===== config.mk =====
export PLATFORM = sky130hd
export DESIGN_NAME = crossbar_rr
export DESIGN_NICKNAME = d
export VERILOG_FILES = /design/src/rtl/xbar_pkg.sv /design/src/rtl/crossbar_rr_select.sv /design/src/rtl/crossbar_rr.sv
export SDC_FILE = /design/constraint.sdc
export NUM_CORES = 1
export LEC_CHECK = 0
export CAP_MARGIN = 25
export CORE_MARGIN = 5
export CORE_UTILIZATION = 69
export CTS_CLUSTER_SIZE = 16
export DETAILED_ROUTE_END_ITERATION = 10
export DONT_BUFFER_PORTS = 1
export PLACE_DENSITY = 0.85
export SETUP_SLACK_MARGIN = 0.15
export SLEW_MARGIN = 0
export SYNTH_ARGS = -nofsm -noshare
export SYNTH_HDL_FRONTEND = slang
export SYNTH_SLANG_ARGS = --single-unit

===== constraint.sdc =====
create_clock -name clk -period 5.1 [get_ports clk]
set_clock_uncertainty 0.2 [all_clocks]
set_input_delay 1.275 -clock clk [delete_from_list [all_inputs] [get_ports clk]]
set_output_delay 1.275 -clock clk [all_outputs]
set_load 0.02 [all_outputs]

===== src/rtl/xbar_pkg.sv =====
// rtl/xbar_pkg.sv - shared constants, index wrap helper and lane register type for crossbar_rr
package xbar_pkg;

  localparam int XBAR_DATA_W = 16;
  localparam int XBAR_N      = 6;
  localparam int XBAR_M      = 4;
  localparam int XBAR_ID_W   = $clog2(XBAR_N);

  // One output lane as held in the register bank
  typedef struct packed {
    logic                   valid;
    logic [XBAR_ID_W-1:0]   id;
    logic [XBAR_DATA_W-1:0] data;
  } lane_t;

  // Modulo-n increment; exact for non-power-of-2 n
  function automatic int idx_wrap(input int a, input int n);
    return (a >= n - 1) ? 0 : a + 1;
  endfunction

endpackage


===== src/rtl/crossbar_rr_select.sv =====
// rtl/crossbar_rr_select.sv - combinational scan from ptr granting up to M valid inputs, packed in scan order
module crossbar_rr_select
  import xbar_pkg::*;
#(
  parameter int N    = XBAR_N,
  parameter int M    = XBAR_M,
  parameter int ID_W = $clog2(N)
) (
  input  logic [N-1:0]    ivalid,
  input  logic [ID_W-1:0] ptr,
  output logic [N-1:0]    grant,
  output logic [M-1:0]    lane_valid,
  output logic [ID_W-1:0] lane_src [M]
);

  localparam int LW = (M > 1) ? $clog2(M) : 1;

  // Walk the inputs starting at ptr; each valid input takes the next free lane until M are used
  always_comb begin
    int cnt;
    int idx;
    cnt        = 0;
    idx        = 0;
    grant      = '0;
    lane_valid = '0;
    for (int j = 0; j < M; j++) lane_src[j] = '0;
    for (int o = 0; o < N; o++) begin
      idx = int'(ptr) + o;
      if (idx >= N) idx = idx - N;
      if (ivalid[ID_W'(idx)] && (cnt < M)) begin
        grant[ID_W'(idx)]     = 1'b1;
        lane_valid[LW'(cnt)]  = 1'b1;
        lane_src[LW'(cnt)]    = ID_W'(idx);
        cnt                   = cnt + 1;
      end
    end
  end

endmodule


===== src/rtl/crossbar_rr.sv =====
// rtl/crossbar_rr.sv - registered handshaked N-to-M compaction crossbar; XBAR_ROUND_ROBIN_EN enables the rotating start pointer
module crossbar_rr
  import xbar_pkg::*;
#(
  parameter  int DATA_W = XBAR_DATA_W,
  parameter  int N      = XBAR_N,
  parameter  int M      = XBAR_M,
  localparam int ID_W   = $clog2(N)
) (
  input  logic              clk,
  input  logic              rst_n,
  input  logic [N-1:0]      ivalid,
  input  logic [DATA_W-1:0] idata [N],
  output logic [N-1:0]      iready,
  output logic [M-1:0]      ovalid,
  output logic [DATA_W-1:0] odata [M],
  output logic [ID_W-1:0]   oid [M],
  input  logic              oready
);

  logic [N-1:0]    w_grant;
  logic [M-1:0]    w_lane_valid;
  logic [ID_W-1:0] w_lane_src [M];
  logic [ID_W-1:0] w_ptr;
  logic [ID_W-1:0] w_last;
  logic [M-1:0]    w_out_valid;
  logic            w_load;
  lane_t           r_lane [M];

  crossbar_rr_select #(
    .N    (N),
    .M    (M),
    .ID_W (ID_W)
  ) u_select (
    .ivalid     (ivalid),
    .ptr        (w_ptr),
    .grant      (w_grant),
    .lane_valid (w_lane_valid),
    .lane_src   (w_lane_src)
  );

  // Gather the lane valid bits held in the register bank
  always_comb begin
    w_out_valid = '0;
    for (int j = 0; j < M; j++) w_out_valid[j] = r_lane[j].valid;
  end

  // The bank reloads when empty or when downstream takes the whole vector
  assign w_load = !(|w_out_valid) || oready;
  assign iready = (w_load && rst_n) ? w_grant : '0;

  // Highest occupied lane holds the last granted input in scan order
  always_comb begin
    w_last = '0;
    for (int j = 0; j < M; j++) begin
      if (w_lane_valid[j]) w_last = w_lane_src[j];
    end
  end

  // Output register bank; unused lanes are cleared so stale ids never leak out
  always_ff @(posedge clk or negedge rst_n) begin
    if (!rst_n) begin
      for (int j = 0; j < M; j++) r_lane[j] <= '0;
    end else if (w_load) begin
      for (int j = 0; j < M; j++) begin
        if (w_lane_valid[j]) begin
          r_lane[j].valid <= 1'b1;
          r_lane[j].id    <= XBAR_ID_W'(w_lane_src[j]);
          r_lane[j].data  <= XBAR_DATA_W'(idata[w_lane_src[j]]);
        end else begin
          r_lane[j] <= '0;
        end
      end
    end
  end

  // Present the register bank at the configured widths
  always_comb begin
    for (int j = 0; j < M; j++) begin
      odata[j] = DATA_W'(r_lane[j].data);
      oid[j]   = ID_W'(r_lane[j].id);
    end
  end

  assign ovalid = w_out_valid;

`ifdef XBAR_ROUND_ROBIN_EN
  logic [ID_W-1:0] r_ptr;

  // Next scan starts just past the last input served; idle load cycles keep the pointer
  always_ff @(posedge clk or negedge rst_n) begin
    if (!rst_n) begin
      r_ptr <= '0;
    end else if (w_load && w_lane_valid[0]) begin
      r_ptr <= ID_W'(idx_wrap(int'(w_last), N));
    end
  end

  assign w_ptr = r_ptr;
`else
  assign w_ptr = '0;
`endif

endmodule


# After elaboration in Yosys (flattened, before gate mapping)
# Index checks and enable logic that the tools add are counted.
# totals
reg_bits	80
output_inout_bits	86
word_cells	105
# classes
addsub	2
order_cmp	19
n_mux	43
bitwise	16
reduce_logical	13
# ops
op	count
16-bit binary-select mux with 3-bit select	4
16-bit two-way mux	8
20-bit two-way mux	4
32-bit by 4-bit less-than comparator with 1-bit output (second input constant)	2
32-bit two-way mux	2
32-bit by 2-bit adder with 32-bit output (second input constant)	1
12-bit two-way mux	2
3-bit demux with 2-bit select	3
4-bit >= comparator (second input constant)	4
4-bit two-way mux	4
3-bit NOT with 4-bit output	4
3-bit two-way mux	4
4-bit bitwise OR	3
1-bit logical AND	10
10-bit two-way mux	1
2-bit by 3-bit >= comparator with 1-bit output (second input constant)	3
8-bit bitwise AND	1
2-bit by 4-bit less-than comparator with 1-bit output (second input constant)	2
8-bit NOT	1
8-bit bitwise OR	1
1-bit demux with 2-bit select	3
1-bit by 3-bit less-than comparator with 1-bit output (second input constant)	2
2-bit by 1-bit less-than comparator with 1-bit output (second input constant)	3
1-bit two-way mux	6
other kinds (13)	15

# Logic depth before layout (Yosys ltp)
# logic_depth
ltp_word	20
ltp_mapped	9

# Hierarchy
# From an unflattened synthesis, not the netlist that was laid out.
# unflattened
hier_cells	754
hier_area_um2	7747.4
# by_module_without_submodules
mod	n_inst	cells_per_inst	area_each_um2	seq_area_each_um2
crossbar_rr	1	525	6099.6	2001.9
crossbar_rr_select	1	229	1647.8	0.0

# Worst setup path before layout
# Ideal clock, no wire load.
# synth_timing
kind	input-to-output
startpoint	input port ivalid[0]
endpoint	output port iready[3]
arrival_ps	2093
required_ps	3625
path_slack_ps	1532
cell_stages	4
path_buffers	0
path_cell_list	inv_1 -> ha_1 -> nand3_1 -> and4_1
# synth_via
elab_chain_len	11
# synth_lines
element	line_no	text
start: declaration	crossbar_rr.sv:12	input logic [N-1:0] ivalid,
1-bit two-way mux *	crossbar_rr_select.sv:30	if (ivalid[ID_W'(idx)] && (cnt < M)) begin
1-bit by 3-bit less-than comparator with 1-bit output	crossbar_rr_select.sv:30	
1-bit logical AND	crossbar_rr_select.sv:30	
32-bit two-way mux *	crossbar_rr_select.sv:30	
32-bit by 4-bit less-than comparator with 1-bit output	crossbar_rr_select.sv:30	
1-bit logical AND	crossbar_rr_select.sv:30	
32-bit two-way mux *	crossbar_rr_select.sv:30	
32-bit by 4-bit less-than comparator with 1-bit output *	crossbar_rr_select.sv:30	
1-bit logical AND *	crossbar_rr_select.sv:30	
4-bit two-way mux *	crossbar_rr_select.sv:30	
6-bit two-way mux *	crossbar_rr.sv:50	assign iready = (w_load && rst_n) ? w_grant : '0;
end: declaration	crossbar_rr.sv:14	output logic [N-1:0] iready,
# Mark *: on every way between the ends. The rest lies on a longest branch, timed or not.

# Worst setup path in the final report
# Ends and elaborated chain as after synthesis.

==> flow_metrics.env <==
export IMPL_dp_hpwl_um=8430
export IMPL_cts_sinks=76
export IMPL_fin_crit_sh_pct=75.5
export IMPL_tightest_slew_ns=1.06
export IMPL_die_height_um=89.2
export IMPL_drt_pass1_iterations=5
export IMPL_synth_top_area_share_pct=43.9
export IMPL_finalCriticalPeriod_ns=3.85
export IMPL_n_antenna_cell=0
export IMPL_yosysSeqAreaShare_pct=43.9
export IMPL_slew_viol_final=0
export IMPL_ys_seq_elements=76
export IMPL_grt_pass1_vias=3349
export IMPL_hold_viol_final=0
export IMPL_antenna_found_initial=0
export IMPL_hold_path_class="in2async"
export IMPL_p_total_uw=1530
export IMPL_fin_setup_tns_ns=0
export IMPL_clock_latency_ns=0.35
export IMPL_grt_overflow_total=0
export IMPL_crit_type="in2out"
export IMPL_syn_inst=395
export IMPL_crit_path_start_kind="input pin"
export IMPL_drt_initial_drc_count=348
export IMPL_cts_tree="yes"
export IMPL_numPortBuffers=0
export IMPL_grt_usage_pct=30.9
export IMPL_cts_buffers=9
export IMPL_synth_area_um2=4330
export IMPL_die_area_um2=7960
export IMPL_fp_coreArea_um2=6030
export IMPL_r2r_end="odata[63]$_DFFE_PN0N_"
export IMPL_rsz0062_at_grt="no"
export IMPL_setup_violations=0
export IMPL_critPathRequiredTime_ns=3.62
export IMPL_drive_gt1_share_pct=16.6
export IMPL_worstRegToRegCells=4
export IMPL_rows=28
export IMPL_io_pin_count=191
export IMPL_reg2reg_from="ovalid[0]$_DFFE_PN0N_"
export IMPL_yosys_warnings=0
export IMPL_synth_area_per_cell_um2=11.0
export IMPL_yosys_cell_types_count=47
export IMPL_cp_end_kind="output port"
export IMPL_synthToLayoutAreaGrowth_pct=4.22
export IMPL_vias=3407
export IMPL_max_cap_violations=0
export IMPL_static_leakage_power_uw=0.00194
export IMPL_antenna_left=0
export IMPL_grt_max_degree=81
export IMPL_path_clk_slew_ns=0.10
export IMPL_fillers=409
export IMPL_postCtsHoldBufs=0
export IMPL_drc_errors=0
export IMPL_routabilityCongestion=0.804
export IMPL_powerDensity_nw_per_um2=339
export IMPL_synthTopCellsByArea="dfrtp_1 (44%), a22o_1 (6.5%), a2111oi_2 (4.9%)"
export IMPL_viasPerCell=7.50
export IMPL_status="finished, final reports clean"
export IMPL_cp_data_arrival_time_ns=2.37
export IMPL_final_nets=484
export IMPL_synth_top_cell_by_area="dfrtp_1"
export IMPL_grt_pass1_wl_um=18700
export IMPL_cts_resized=0
export IMPL_post_cts_buffers=0
export IMPL_slew_limit_headroom_pct=29.0
export IMPL_cp_max_fo=15
export IMPL_routedWlPerCell_um=27.0
export IMPL_ctsRootBufferMaster="clkbuf_8"
export IMPL_die_x_um=89.2
export IMPL_vdd_ir_drop_max_mv=0.255
export IMPL_htree_num_levels=3
export IMPL_rrSetupSlack_ns=2.36
export IMPL_fmax_mhz=260
export IMPL_initial_core_util_pct=71.8
export IMPL_routed_wl_um=12200
export IMPL_cts_max_path_buffers=2
## worst max path at each step
stage / startpoint / slack (ns) / cells after the start / end
floorplan: ivalid[0] / 1.53 / 4 / iready[3]
global placement: ivalid[0] / 0.94 / 5 / odata[58]$_DFFE_PN0N_
detailed placement: ivalid[0] / 1.11 / 7 / odata[36]$_DFFE_PN0N_
CTS: ivalid[0] / 1.25 / 3 / iready[3]
global route: ivalid[0] / 1.23 / 3 / iready[3]
finish: ivalid[0] / 1.25 / 3 / iready[3]
## synth_stat cells, drive strengths merged
cell type / number
a2111oi: 16
a21o: 6
a21oi: 2
a221o: 16
a221oi: 16
a22o: 32
a31oi: 1
a32o: 16
a41oi: 1
and2: 18
and3: 4
and3b: 2
and4: 1
and4b: 1
buf: 19
clkbuf: 28
conb: 1
dfrtp: 76
ha: 5
inv: 4
mux2: 16
nand2: 22
nand2b: 2
nand3: 3
nand3b: 1
nor2: 4
nor2b: 33
nor3: 3
nor3b: 1
nor4: 1
nor4b: 16
o21a: 1
o21ai: 4
o21bai: 1
o22ai: 1
o31a: 1
o31ai: 16
or2: 3
or3: 1
## cell type report
type	instances	area [um2]	area share (%)
Clock buffer	9	124	2.75
Multi-Input combinational cell	273	2210	49.0
Sequential cell	76	1900	42.2
Timing Repair Buffer	10	82.6	1.83
Tap cell	75	93.8	2.08
Inverter	4	15.0	0.333
Clock inverter	7	82.6	1.83
## critical path, stage by stage
cell	delay, ns
ha_1	0.55
nand3_1	0.21
and4_1	0.33
## metrics by stage
| stage | instances | util (%) | setup WS [ns] | cell area, um2 | hold WS [ns] |
|---|---|---|---|---|---|
| after floorplan | 400 | - | 1.53 | 4350 | 0.393 |
| after global placement | 436 | 71.1 | 0.943 | 4280 | 0.412 |
| after CTS | 454 | 74.9 | 1.25 | 4510 | 0.398 |
| after detailed placement | 438 | 71.4 | 1.11 | 4300 | 0.428 |
| after global routing | 454 | 74.9 | 1.23 | 4510 | 0.398 |
| final | 454 | 74.9 | 1.25 | 4510 | 0.408 |
## layer usage
metal | GRT usage [%] | share of wire (%) | up-vias
met3 | 10.5 | 14 | 28
li1 | - | - | 1482
met1 | 42.3 | 39 | 1647
met5 | 0 | 0 | -
met2 | 45.9 | 45 | 250
met4 | 10.4 | 1.8 | 0
## power breakdown
part	internal [uW]	switching, uW	total [uW]
logic	114	145	259
registers	661	125	786
clock network	234	248	482
## cells in the final DEF (no fill, tap or decap), drive strengths merged, types with 2 or more instances in the layout
master    netlist  final
dfrtp          76     76
a221oi         16     16
a21oi           2      2
buf            19     10
a22o           32     32
nand3           3      3
clkbuf         28      9
nor4b          16     16
a21o            6      6
a2111oi        16     16
nor2            4      4
and2           18     18
inv             4      7
or2             3      3
and3b           2      2
ha              5      5
and3            4      4
nor3            3      3
a32o           16     16
clkinvlp        0      2
conb            1      6
nor2b          33     33
nand2          22     22
a221o          16     16
nand2b          2      2
o31ai          16     16
mux2           16     16
o21ai           4      4
## cells by family (layout without fill, tap and decap cells)
kind of cell | after synthesis | in the layout | synth area share, %
AND/OR/NAND/NOR | 116 | 116 | 16.7
flip-flops | 76 | 76 | 43.9
multiplexers | 16 | 16 | 4.16
buffers and inverters | 51 | 30 | 5.58
other | 1 | 6 | 0.0866
AO/OA/AOI/OAI | 130 | 130 | 28.1
adder cells (fa/ha/maj) | 5 | 5 | 1.45
## sequential cells by signal, summed over array words and instances (netlist names)
| register | count |
|---|---|
| odata | 64 |
| ovalid | 4 |
| oid | 8 |
Note: power is estimated with default switching activity, not from simulation.
